[config.mk]
export PLATFORM = sky130hd
export DESIGN_NAME = program_loader_flat
export DESIGN_NICKNAME = d
export VERILOG_FILES = /design/src/rtl/program_loader_if.sv /design/src/rtl/program_loader.sv /design/src/flat_wrapper.sv
export SDC_FILE = /design/constraint.sdc
export NUM_CORES = 1
export LEC_CHECK = 0
export CAP_MARGIN = 40
export CORE_MARGIN = 2
export CORE_UTILIZATION = 45
export CTS_CLUSTER_DIAMETER = 100
export DETAILED_ROUTE_END_ITERATION = 10
export SYNTH_ARGS = -nofsm -noshare
export SYNTH_HDL_FRONTEND = slang
export SYNTH_SLANG_ARGS = --single-unit
export TNS_END_PERCENT = 100
[constraint.sdc]
create_clock -name clk -period 2.75 [get_ports clk]
set_input_delay 0.4125 -clock clk [delete_from_list [all_inputs] [get_ports clk]]
set_output_delay 0.4125 -clock clk [all_outputs]
set_load 0.01 [all_outputs]
[src/rtl/program_loader_if.sv]
// Program-load bus between the serial boot loader and the MC14500B wrapper,
// plus the loader's board-level status lines.
interface program_loader_if #(
  parameter int unsigned ADDR_WIDTH = 8
);
  logic                    program_write;
  logic [ADDR_WIDTH+3:0]   program_cmd;
  logic                    core_hold;
  logic                    busy;
  logic                    done;
  logic                    error;

  modport master (
    output program_write,
    output program_cmd,
    output core_hold,
    output busy,
    output done,
    output error
  );

  modport slave (
    input program_write,
    input program_cmd,
    input core_hold,
    input busy,
    input done,
    input error
  );
endinterface

[src/rtl/program_loader.sv]
// Serial boot loader: receives a framed program image over 8N1 UART and
// streams instruction records to the MC14500B wrapper while holding the core.
module program_loader #(
  parameter int unsigned ADDR_WIDTH   = 8,
  parameter int unsigned CLKS_PER_BIT = 434,
  parameter int unsigned TIMEOUT_CLKS = 65536,
  parameter logic [7:0]  SYNC_BYTE    = 8'hA5
) (
  input  logic             clk,
  input  logic             reset,
  input  logic             rx,
  program_loader_if.master pl
);

  localparam int unsigned CW    = $clog2(CLKS_PER_BIT + 1);
  localparam int unsigned TW    = $clog2(TIMEOUT_CLKS + 1);
  localparam int unsigned CMD_W = ADDR_WIDTH + 4;

  localparam logic [CW-1:0] HALF_M1 = CW'(CLKS_PER_BIT / 2 - 1);
  localparam logic [CW-1:0] FULL_M1 = CW'(CLKS_PER_BIT - 1);
  localparam logic [TW-1:0] TMO_M1  = TW'(TIMEOUT_CLKS - 1);

  typedef enum logic [2:0] {
    RX_IDLE,
    RX_START,
    RX_DATA,
    RX_STOP,
    RX_WAIT
  } rx_state_e;

  typedef enum logic [2:0] {
    ST_IDLE,
    ST_COUNT,
    ST_HI,
    ST_LO,
    ST_CSUM
  } ld_state_e;

  // ---------------------------------------------------------------- sync
  logic rx_meta_q, rx_sync_q;

  always_ff @(posedge clk or posedge reset) begin
    if (reset) begin
      rx_meta_q <= 1'b1;
      rx_sync_q <= 1'b1;
    end else begin
      rx_meta_q <= rx;
      rx_sync_q <= rx_meta_q;
    end
  end

  // ---------------------------------------------------------------- UART
  rx_state_e    rx_state_q, rx_state_d;
  logic [CW-1:0] clk_cnt_q, clk_cnt_d;
  logic [2:0]   bit_cnt_q, bit_cnt_d;
  logic [7:0]   shift_q, shift_d;
  logic         byte_valid_q, byte_valid_d;
  logic         framing_err_q, framing_err_d;

  always_ff @(posedge clk or posedge reset) begin
    if (reset) begin
      rx_state_q    <= RX_IDLE;
      clk_cnt_q     <= '0;
      bit_cnt_q     <= '0;
      shift_q       <= '0;
      byte_valid_q  <= 1'b0;
      framing_err_q <= 1'b0;
    end else begin
      rx_state_q    <= rx_state_d;
      clk_cnt_q     <= clk_cnt_d;
      bit_cnt_q     <= bit_cnt_d;
      shift_q       <= shift_d;
      byte_valid_q  <= byte_valid_d;
      framing_err_q <= framing_err_d;
    end
  end

  // clk_cnt counts edges since the reference point; the edge that spots the
  // synchronized falling edge is already one edge past it, hence the load of 1.
  always_comb begin
    rx_state_d    = rx_state_q;
    clk_cnt_d     = clk_cnt_q;
    bit_cnt_d     = bit_cnt_q;
    shift_d       = shift_q;
    byte_valid_d  = 1'b0;
    framing_err_d = 1'b0;
    unique case (rx_state_q)
      RX_IDLE: begin
        if (!rx_sync_q) begin
          rx_state_d = RX_START;
          clk_cnt_d  = CW'(1);
        end
      end
      RX_START: begin
        if (clk_cnt_q == HALF_M1) begin
          clk_cnt_d = '0;
          bit_cnt_d = '0;
          rx_state_d = rx_sync_q ? RX_IDLE : RX_DATA;
        end else begin
          clk_cnt_d = clk_cnt_q + 1'b1;
        end
      end
      RX_DATA: begin
        if (clk_cnt_q == FULL_M1) begin
          clk_cnt_d = '0;
          shift_d   = {rx_sync_q, shift_q[7:1]};
          bit_cnt_d = bit_cnt_q + 3'd1;
          if (bit_cnt_q == 3'd7) rx_state_d = RX_STOP;
        end else begin
          clk_cnt_d = clk_cnt_q + 1'b1;
        end
      end
      RX_STOP: begin
        if (clk_cnt_q == FULL_M1) begin
          clk_cnt_d = '0;
          if (rx_sync_q) begin
            byte_valid_d = 1'b1;
            rx_state_d   = RX_IDLE;
          end else begin
            framing_err_d = 1'b1;
            rx_state_d    = RX_WAIT;
          end
        end else begin
          clk_cnt_d = clk_cnt_q + 1'b1;
        end
      end
      RX_WAIT: begin
        if (rx_sync_q) rx_state_d = RX_IDLE;
      end
      default: rx_state_d = RX_IDLE;
    endcase
  end

  // -------------------------------------------------------------- loader
  ld_state_e        state_q, state_d;
  logic [7:0]       remaining_q, remaining_d;
  logic [7:0]       hi_q, hi_d;
  logic [7:0]       sum_q, sum_d;
  logic [CMD_W-1:0] cmd_q, cmd_d;
  logic             write_q, write_d;
  logic             hold_q, hold_d;
  logic             done_q, done_d;
  logic             error_q, error_d;
  logic [TW-1:0]    tmo_q, tmo_d;

  always_ff @(posedge clk or posedge reset) begin
    if (reset) begin
      state_q     <= ST_IDLE;
      remaining_q <= '0;
      hi_q        <= '0;
      sum_q       <= '0;
      cmd_q       <= '0;
      write_q     <= 1'b0;
      hold_q      <= 1'b0;
      done_q      <= 1'b0;
      error_q     <= 1'b0;
      tmo_q       <= '0;
    end else begin
      state_q     <= state_d;
      remaining_q <= remaining_d;
      hi_q        <= hi_d;
      sum_q       <= sum_d;
      cmd_q       <= cmd_d;
      write_q     <= write_d;
      hold_q      <= hold_d;
      done_q      <= done_d;
      error_q     <= error_d;
      tmo_q       <= tmo_d;
    end
  end

  always_comb begin
    state_d     = state_q;
    remaining_d = remaining_q;
    hi_d        = hi_q;
    sum_d       = sum_q;
    cmd_d       = cmd_q;
    write_d     = 1'b0;
    hold_d      = hold_q;
    done_d      = 1'b0;
    error_d     = error_q;

    if (state_q == ST_IDLE || byte_valid_q) tmo_d = '0;
    else                                     tmo_d = tmo_q + 1'b1;

    // A byte arriving on the expiry cycle still counts as in time.
    if (state_q != ST_IDLE &&
        (framing_err_q || (!byte_valid_q && tmo_q == TMO_M1))) begin
      error_d = 1'b1;
      state_d = ST_IDLE;
    end else if (byte_valid_q) begin
      unique case (state_q)
        ST_IDLE: begin
          if (shift_q == SYNC_BYTE) begin
            hold_d  = 1'b1;
            error_d = 1'b0;
            sum_d   = '0;
            state_d = ST_COUNT;
          end
        end
        ST_COUNT: begin
          if (shift_q == 8'd0) begin
            error_d = 1'b1;
            state_d = ST_IDLE;
          end else begin
            remaining_d = shift_q;
            sum_d       = sum_q + shift_q;
            state_d     = ST_HI;
          end
        end
        ST_HI: begin
          hi_d    = shift_q;
          sum_d   = sum_q + shift_q;
          state_d = ST_LO;
        end
        ST_LO: begin
          sum_d       = sum_q + shift_q;
          cmd_d       = CMD_W'({hi_q, shift_q});
          write_d     = 1'b1;
          remaining_d = remaining_q - 8'd1;
          state_d     = (remaining_q == 8'd1) ? ST_CSUM : ST_HI;
        end
        ST_CSUM: begin
          if (shift_q == sum_q) begin
            done_d = 1'b1;
            hold_d = 1'b0;
          end else begin
            error_d = 1'b1;
          end
          state_d = ST_IDLE;
        end
        default: state_d = ST_IDLE;
      endcase
    end
  end

  assign pl.program_write = write_q;
  assign pl.program_cmd   = cmd_q;
  assign pl.core_hold     = hold_q;
  assign pl.busy          = (state_q != ST_IDLE);
  assign pl.done          = done_q;
  assign pl.error         = error_q;

endmodule

[src/flat_wrapper.sv]
// flat-port wrapper written by rule: the top's interface ports become plain ports
module program_loader_flat 
#(
  parameter int unsigned ADDR_WIDTH   = 8,
  parameter int unsigned CLKS_PER_BIT = 434,
  parameter int unsigned TIMEOUT_CLKS = 65536,
  parameter logic [7:0]  SYNC_BYTE    = 8'hA5
)
  (clk, reset, rx, pl_program_write, pl_program_cmd, pl_core_hold, pl_busy, pl_done, pl_error);
  program_loader_if #(.ADDR_WIDTH(ADDR_WIDTH)) pl_i ();
  input  logic clk;
  input  logic reset;
  input  logic rx;
  output wire logic [$bits(pl_i.program_write)-1:0] pl_program_write;
  output wire logic [$bits(pl_i.program_cmd)-1:0] pl_program_cmd;
  output wire logic [$bits(pl_i.core_hold)-1:0] pl_core_hold;
  output wire logic [$bits(pl_i.busy)-1:0] pl_busy;
  output wire logic [$bits(pl_i.done)-1:0] pl_done;
  output wire logic [$bits(pl_i.error)-1:0] pl_error;
  assign pl_program_write = pl_i.program_write;
  assign pl_program_cmd = pl_i.program_cmd;
  assign pl_core_hold = pl_i.core_hold;
  assign pl_busy = pl_i.busy;
  assign pl_done = pl_i.done;
  assign pl_error = pl_i.error;
  program_loader #(.ADDR_WIDTH(ADDR_WIDTH), .CLKS_PER_BIT(CLKS_PER_BIT), .TIMEOUT_CLKS(TIMEOUT_CLKS), .SYNC_BYTE(SYNC_BYTE)) u_core (.clk(clk), .reset(reset), .rx(rx), .pl(pl_i));
endmodule
Word-level counts from Yosys, hierarchy flattened
Cells that the tools add are included.
Operators by class
  add/sub/neg operators: 5
  eq/ne operators: 27
  mux-type cells: 50
  bitwise logic cells: 1
  reduce and logical (&&, ||, !) cells: 29
Operators with widths (number)
  3-bit 2-to-1 mux: 13
  9-bit 2-to-1 mux: 3
  9-bit case mux with 3 select lines: 1
  8-bit 2-to-1 mux: 3
  8-bit case mux with 3 select lines: 1
  1-bit 2-to-1 mux: 20
  17-bit by 1-bit adder with 17-bit output (second input constant): 1
  17-bit by 16-bit == test with 1-bit output (second input constant): 1
  17-bit 2-to-1 mux: 1
  8-bit case mux with 2 select lines: 1
  3-bit case mux with 5 select lines: 1
  5-bit AND reduction: 3
  3-bit by 2-bit == test with 1-bit output (second input constant): 4
  2-bit by 1-bit != test with 1-bit output (second input constant): 6
  3-bit case mux with 4 select lines: 1
  9-bit by 1-bit adder with 9-bit output (second input constant): 1
  3-bit == test (second input constant): 3
  9-bit by 8-bit == test with 1-bit output (second input constant): 1
  9-bit == test (second input constant): 1
  3-bit AND reduction: 3
  3-bit nonzero test: 3
  8-bit adder: 1
  8-bit by 1-bit == test with 1-bit output (second input constant): 1
  8-bit == test: 1
  24 further kinds: 37
Word-level totals
  register bits: 83
  bits of input ports: 3
  output and inout bits: 17
  logic and storage cells: 130

Logic depth before layout (Yosys ltp)
Gate-level depths: netlist (run 1).
  depth in word-level cells: 6
  depth in mapped cells: 9
  mapped depth without buffers: 9

Least setup slack after synthesis (run 1)
No wires, ideal clock.
  path type: flip-flop to flip-flop
  start point: register u_core.shift_q[0]
  end point: register u_core.sum_q[6]
  library setup time: 0.125 ns
  arrival: 1.830 ns
  required time: 2.625 ns
  path slack: 0.795 ns
  cell stages (with the launch flop): 8
  period minus slack after synthesis: 1.955 ns
  cell sequence: dfrtp_1 > ha_1 > fa_1 > a21o_1 > a21oi_1 > nand4b_1 > nand3_1 > mux2_2
On the way
  word-level cells in the longest chain between the ends: 3
RTL lines
  start, declared: line program_loader.sv:56  | logic [7:0] shift_q, shift_d;
  start signal, assigned: line program_loader.sv:72  | shift_q <= shift_d;
  8-bit adder (tied with other cells): line program_loader.sv:207, program_loader.sv:213, program_loader.sv:217
  8-bit 2-to-1 mux or 2-bit != test (tied branches)
  8-bit case mux with 3 select lines or 5-bit AND reduction (tied branches)
  end signal, assigned: line program_loader.sv:162  | sum_q <= sum_d;
  end, declared: line program_loader.sv:138  | logic [7:0] sum_q, sum_d;
Several ways; a longest one is shown, not always the timed one. The select of a mux whose other input is x is not followed.
A chain may end at the register's enable or synchronous reset.

Final worst setup path (run 1)
  start point: register u_core.state_q[2]
  end point: output port pl_busy
On the way
  word-level cells in the longest chain between the ends: 1
RTL lines
  start, declared: line program_loader.sv:135  | ld_state_e state_q, state_d;
  start signal, assigned: line program_loader.sv:159  | state_q <= state_d;
  3-bit nonzero test: line program_loader.sv:240  | assign pl.busy = (state_q != ST_IDLE);
  end, declared: line flat_wrapper.sv:17  | output wire logic [$bits(pl_i.busy)-1:0] pl_busy;
No other way between the ends.

==> metrics.cfg, run 1 <==
[synthesis]
muxShareOfSynthArea_pct=7.08
synth-compound-area-share_pct=13.2
syn_area_per_cell_um2=10.4
synth-xor-area-share_pct=5.14
syn_area_um2=4260
synth_edf_count=0
yosys.area_share.simple_pct=17.9
netlist_instances=410
synth_top_flop_cell=dfrtp_1
synth_fa_ha_area_share_pct=5.17
ys_warn_count=0
syn_nets=430
synth_seq_area_share_pct=48.8
yosys.cell_types.count=55
synth_top_family_by_area=simple AND/OR/NAND/NOR gates
ys_ff_latch=83
async_flop_share_pct=100

[global_routing]
grt_max_degree=37
grt_use_met2_pct=27.0
grtUsageTotal_pct=17.7
busiest_layer=met2
antenna_found_initial=0
use_met1_pct=25.5
grt_pass1_wl_um=14400
grt_pass1_vias=3012
grtUsageMet3_pct=3.11
overflow=0

[floorplanning]
initial_utilization_pct=46.3
die_h_um=101
die_area_um2=10300
core_um2=9200
ios=20
rows=35
die_x_um=101

[worst_setup_path]
rr_worst_depth=9
start_kind=register
crit_arrival_ns=1.93
critPathSlowestCell=or3_1
worstPathRequired_ns=2.34
path_cells=or3_1 > clkdlybuf4s50_1
crit_path_end_kind=primary output
cp_max_fo=12
cpPeakStageDelay_ns=0.55
path_class=register to primary output

[timing]
fin_skew_ns=0.00851
fmax_ghz=0.427
setup_violations=0
relSlewSlack_pct=57.1
period_needed_ns=2.34
finalHoldViolations=0
fin_tns_setup_ns=0
slew_viol_final=0
setup_ws_ns=0.410
rsz0062_at_grt=no
tightest_slew_ns=0.638
fin_crit_sh_pct=85.1

[power]
peakVddDrop_mv=0.242
powerDensity_nw_per_um2=426
leakagePower_uw=0.00217

[placement]
hpwl_um=5830
portBuffers=19
dp_cells=532
dp_slack_ns=0.565
routabilityCongestion=0.862

[clock_network]
htree_levels=3
ctsLongestPathBuffers=2
cts_root_buffer=clkbuf_8
clkSinkCount=83
cts-buffers-inserted=9
tritoncts=done
post_cts_buffers=0
clk_latency_ns=0.34
path_clk_slew_ns=0.08
cts_hold_buffers=0
ctsResizeCount=0

[hold_path]
hold_depth=0
min_path_type=register to register

[cells_and_area]
syn_to_final_growth_pct=11.8
layout.nets=452
drive_gt1_share_pct=12.8
fill_cells=826
antenna_cells=0
final_cell_count_no_fill=547

[route]
first_iter_violations=119
routed_via_density=5.62
first_pass_iters=4
wl_um=8360
drc=0
wl_per_cell_um=15.3
ant_nets=0
vias=3075

[status]
outcome=finished clean

[flow_run]
max_cap_violations=0

## cells in the final DEF (no fill, tap or decap), drive strengths merged, types with 9 or more instances in the layout
cell,n
o21ai,18
nor4,9
clkbuf,11
nand2,37
xnor2,13
a21oi,16
dfrtp,81
nand3,11
nor2,42
nor3,11
ha,16
clkdlybuf4s50,19
mux2,25
xor2,12
inv,14
## Yosys cell counts, types with 6 or more instances
| cell | n | share of area, % |
|---|---|---|
| clkbuf_1 | 8 | 0.70 |
| ha_1 | 16 | 4.7 |
| xor2_1 | 12 | 2.5 |
| mux2_2 | 25 | 6.6 |
| nand3_1 | 11 | 1.3 |
| nand4_1 | 6 | 0.88 |
| dfrtp_1 | 81 | 48 |
| nor3_1 | 10 | 1.2 |
| xnor2_1 | 13 | 2.7 |
| and3_1 | 7 | 1.0 |
| o21ai_0 | 18 | 2.1 |
| inv_1 | 15 | 1.3 |
| buf_2 | 6 | 0.70 |
| a21oi_1 | 16 | 1.9 |
| a22o_1 | 8 | 1.6 |
| nor4_1 | 8 | 1.2 |
| nand2_1 | 37 | 3.3 |
| nor2_1 | 42 | 3.7 |
## where the power goes
| part | total (µW) | switching (µW) | internal [µW] | leakage [µW] |
|---|---|---|---|---|
| sequential | 1220 | 1.18 | 1220 | 0.00113 |
| combinational | 32.0 | 25.0 | 6.97 | 0.000957 |
| clock | 774 | 427 | 347 | 0.0000774 |
## layout make-up
class,instances,area (µm²),area share [%]
sequential,83,2080,43.7
inverter,15,57.6,1.21
timing repair buffer,25,248,5.20
clock buffer,11,141,2.97
clock inverter,4,27.5,0.578
multi-input combinational,298,2070,43.5
tap,111,139,2.92
## through the flow
step	hold WS [ns]	total power, µW	instance area, µm²	utilization [%]
2_1_floorplan	0.345	1270	4260	-
3_3_place_gp	0.346	1280	4590	49.9
3_5_place_dp	0.347	1280	4590	49.9
4_1_cts	0.359	2070	4760	51.8
5_1_grt	0.361	2120	4760	51.8
6_report	0.357	2030	4760	51.8
## state kept, by name (all words and copies together), names as in the netlist, 3 cells and up
signal	count
u_core.rx_state_q	3
u_core.clk_cnt_q	9
u_core.hi_q	4
u_core.remaining_q	8
u_core.shift_q	8
u_core.bit_cnt_q	3
u_core.state_q	3
u_core.sum_q	8
u_core.pl.program_cmd	12
u_core.tmo_q	17
## critical path: cells and delay by family (launching register included)
family	cells	cell delay [ns]
DFF	1	0.51
buffers and inverters	1	0.53
and+or+nand+nor	1	0.55
## path summary, 6_finish.rpt
kind / endpoint / slack, ns / start
max: pl_busy / 0.41 / u_core.state_q[2]
min: u_core.rx_sync_q / 0.36 / u_core.rx_meta_q
max reg2reg: u_core.pl.error / 0.56 / u_core.tmo_q[0]
min reg2reg: u_core.rx_sync_q / 0.36 / u_core.rx_meta_q
max in group asynchronous: u_core.rx_meta_q / 1.59 / reset
min in group asynchronous: u_core.pl.program_cmd[8] / 0.46 / reset
## kinds of logic (layout without fill, tap and decap cells)
kind of cell,count (synthesis),in the layout
adder cells (fa/ha/maj),17,17
multiplexers,27,27
XOR/XNOR,25,25
flip-flops,83,83
AO/OA/AOI/OAI,79,79
buffers and inverters,29,55
AND/OR/NAND/NOR,150,150
## metal layers
layer	up-vias	part of all wire, %
met4	0	1.1
met2	50	45
met5	-	0
met1	1502	52
li1	1514	-
met3	9	2.6
Power figures use the tool's default switching activity.
==> run 2, diff against run 1 <==
Settings changed: CORE_MARGIN 2 to not set, CORE_UTILIZATION 45 to 60, PLACE_DENSITY_LB_ADDON set to 0.12.
==> run 2 against run 1 <==
Effect of this change: via count grew 1.0%; utilization grew 18 points; register-to-register slack lost 0.13 ns; cell area grew 0.13%; critical endpoint unchanged.
==> metrics.cfg, run 2 (same netlist as run 1, synthesis figures left out) <==
[global_routing]
grt_max_degree=53  ; +43%
grtUsageTotal_pct=23.6  ; +5.9 points
grt_pass1_wl_um=13800  ; -4.0%
antenna_found_initial=0  ; unchanged
overflow=0  ; unchanged
grt_pass1_vias=2927  ; -2.8%

[worst_setup_path]
crit_arrival_ns=1.93  ; about the same
path_cells=or3_1 > clkdlybuf4s50_1
reg2reg_from=u_core.state_q[1]
rr_worst_depth=4  ; -5
cpPeakStageDelay_ns=0.55  ; about the same
worstReg2RegEnd=u_core.sum_q[6]
path_class=register to primary output
rrSetupSlack_ns=0.43  ; -0.13 ns
crit_family=simple AND/OR/NAND/NOR gates
path_buf_inv=1  ; unchanged
critPathSlowestCell=or3_1
worstPathRequired_ns=2.34  ; about the same
cp.depth=2  ; unchanged
start_kind=register
cp-startpoint=u_core.state_q[2]
crit_path_end_kind=primary output
endpoint=pl_busy
cp_max_fo=12  ; unchanged

[route]
ant_nets=0  ; unchanged
routed_via_density=5.87  ; +4.4%
wl_um=8100  ; -3.1%
drc=0  ; unchanged
wl_per_cell_um=15.3  ; +0.15%
first_iter_violations=141  ; +18%
first_pass_iters=4  ; unchanged
vias=3106  ; +1.0%

[placement]
hpwl_um=5630  ; -3.4%
dp_cells=513  ; -3.6%
routabilityCongestion=0.864  ; +0.26%
portBuffers=19  ; unchanged

[cells_and_area]
largest_register_ffs=17  ; unchanged
layout_common_cells=dfrtp_1 (81), nor2_1 (42), nand2_1 (37), mux2_2 (25), clkdlybuf4s50_1 (19)
final_common_cell=dfrtp_1
layout.nets=448  ; -0.88%
regMostFlops=u_core.tmo_q
drive_gt1_share_pct=12.2  ; -0.60 points
syn_to_final_growth_pct=11.9
antenna_cells=0  ; unchanged
utilization_pct=69.8  ; +18 points
final_cell_count_no_fill=529  ; -3.3%

[power]
switchingPower_uw=466  ; +2.8%
leakagePower_uw=0.00219  ; +0.91%
power_frac_clock_pct=44.0  ; +5.9 points
peakVddDrop_mv=0.288  ; +19%
power_uw=2240  ; +10%
p_sw_share_pct=20.8  ; -1.5 points
combPwrFrac_pct=1.3  ; -0.3 points
power_frac_seq_pct=54.7  ; -5.6 points
powerDensity_nw_per_um2=469  ; +10%
p_int_uw=1770  ; +12%

[clock_network]
ctsResizeCount=0  ; unchanged
path_clk_slew_ns=0.08  ; about the same
htree_levels=3  ; unchanged
ctsLongestPathBuffers=2  ; unchanged
clk_latency_ns=0.35  ; about the same
post_cts_buffers=0  ; unchanged
clkSinkCount=83  ; unchanged
cts-buffers-inserted=9  ; unchanged
cts_root_buffer=clkbuf_8
cts_hold_buffers=0  ; unchanged
tritoncts=done

[timing]
rsz0062_at_grt=no
period_needed_ns=2.35  ; +0.00550 ns
fmax_ghz=0.426  ; -0.23%
slew_viol_final=0  ; unchanged
holdWs_ns=0.360  ; +0.00336 ns
fin_crit_sh_pct=85.3  ; +0.20 points
setup_violations=0  ; unchanged
fin_tns_setup_ns=0  ; unchanged
finalHoldViolations=0  ; unchanged
fin_skew_ns=0.0103  ; +0.00184 ns
tightest_slew_ns=0.743  ; +0.105 ns
relSlewSlack_pct=50.4  ; -6.7 points

[floorplanning]
core_um2=6830  ; -26%
die_area_um2=7440  ; -27%
die_x_um=86.3  ; -15%
rows=30  ; -14%
ios=20  ; unchanged
initial_utilization_pct=62.4  ; +16 points
die_h_um=86.3  ; -15%

[status]
outcome=finished clean

[flow_run]
max_cap_violations=0  ; unchanged

[hold_path]
min_path_type=register to register

[run 2: cell count changes in the layout (fill, tap and decap cells not counted), sizes merged]
cell / delta
clkinvlp: -3
inv: +2
buf: -4
bufinv: +2
[run 2: worst register-to-register path: stages, from the launching register on]
cell	delay, ns
dfrtp_1	0.51
o21bai_1	0.66
nor2_1	0.15
o221ai_2	0.51
mux2_2	0.40
[run 2: worst min-delay path by stage]
stage / startpoint / endpoint / depth (start not counted) / slack [ns]
2_1_floorplan: u_core.rx_meta_q / u_core.rx_sync_q / 0 / 0.35
3_3_place_gp: u_core.rx_meta_q / u_core.rx_sync_q / 0 / 0.35
3_5_place_dp: u_core.rx_meta_q / u_core.rx_sync_q / 0 / 0.35
4_1_cts: u_core.rx_meta_q / u_core.rx_sync_q / 0 / 0.36
5_1_grt: u_core.rx_meta_q / u_core.rx_sync_q / 0 / 0.36
6_report: u_core.rx_meta_q / u_core.rx_sync_q / 0 / 0.36
[run 2: power groups by stage]
stage | registers [µW] | logic (µW) | clock network, µW
3_5_place_dp | 1250 | 32.2 | 0
5_1_grt | 1220 | 36.2 | 1060
2_1_floorplan | 1250 | 18.9 | 0
3_3_place_gp | 1250 | 32.1 | 0
4_1_cts | 1220 | 32.3 | 996
6_report | 1220 | 30.2 | 983
[run 2: per-stage QoR]
step                area (µm²)  setup WS, ns
detailed placement        4540         0.468
floorplan                 4260         0.204
global placement          4540         0.575
finish                    4770         0.404
global route              4770         0.264
CTS                       4770         0.404
[run 2: area by class of cell]
class / instances / area (µm²)
Sequential cell: 83 / 2080
Multi-Input combinational cell: 298 / 2070
Fill cell: 526 / 2060
Timing Repair Buffer: 21 / 218
Clock buffer: 11 / 141
Tap cell: 96 / 120
Clock inverter: 5 / 82.6
Inverter: 15 / 57.6
[run 2: layer usage]
metal	wire [µm]	part of all wire (%)	GRT usage (%)
met4	105	1.3	7.73
met3	328	4.0	3.71
met1	3920	48	35.1
met2	3740	46	35.6
met5	0	0	0
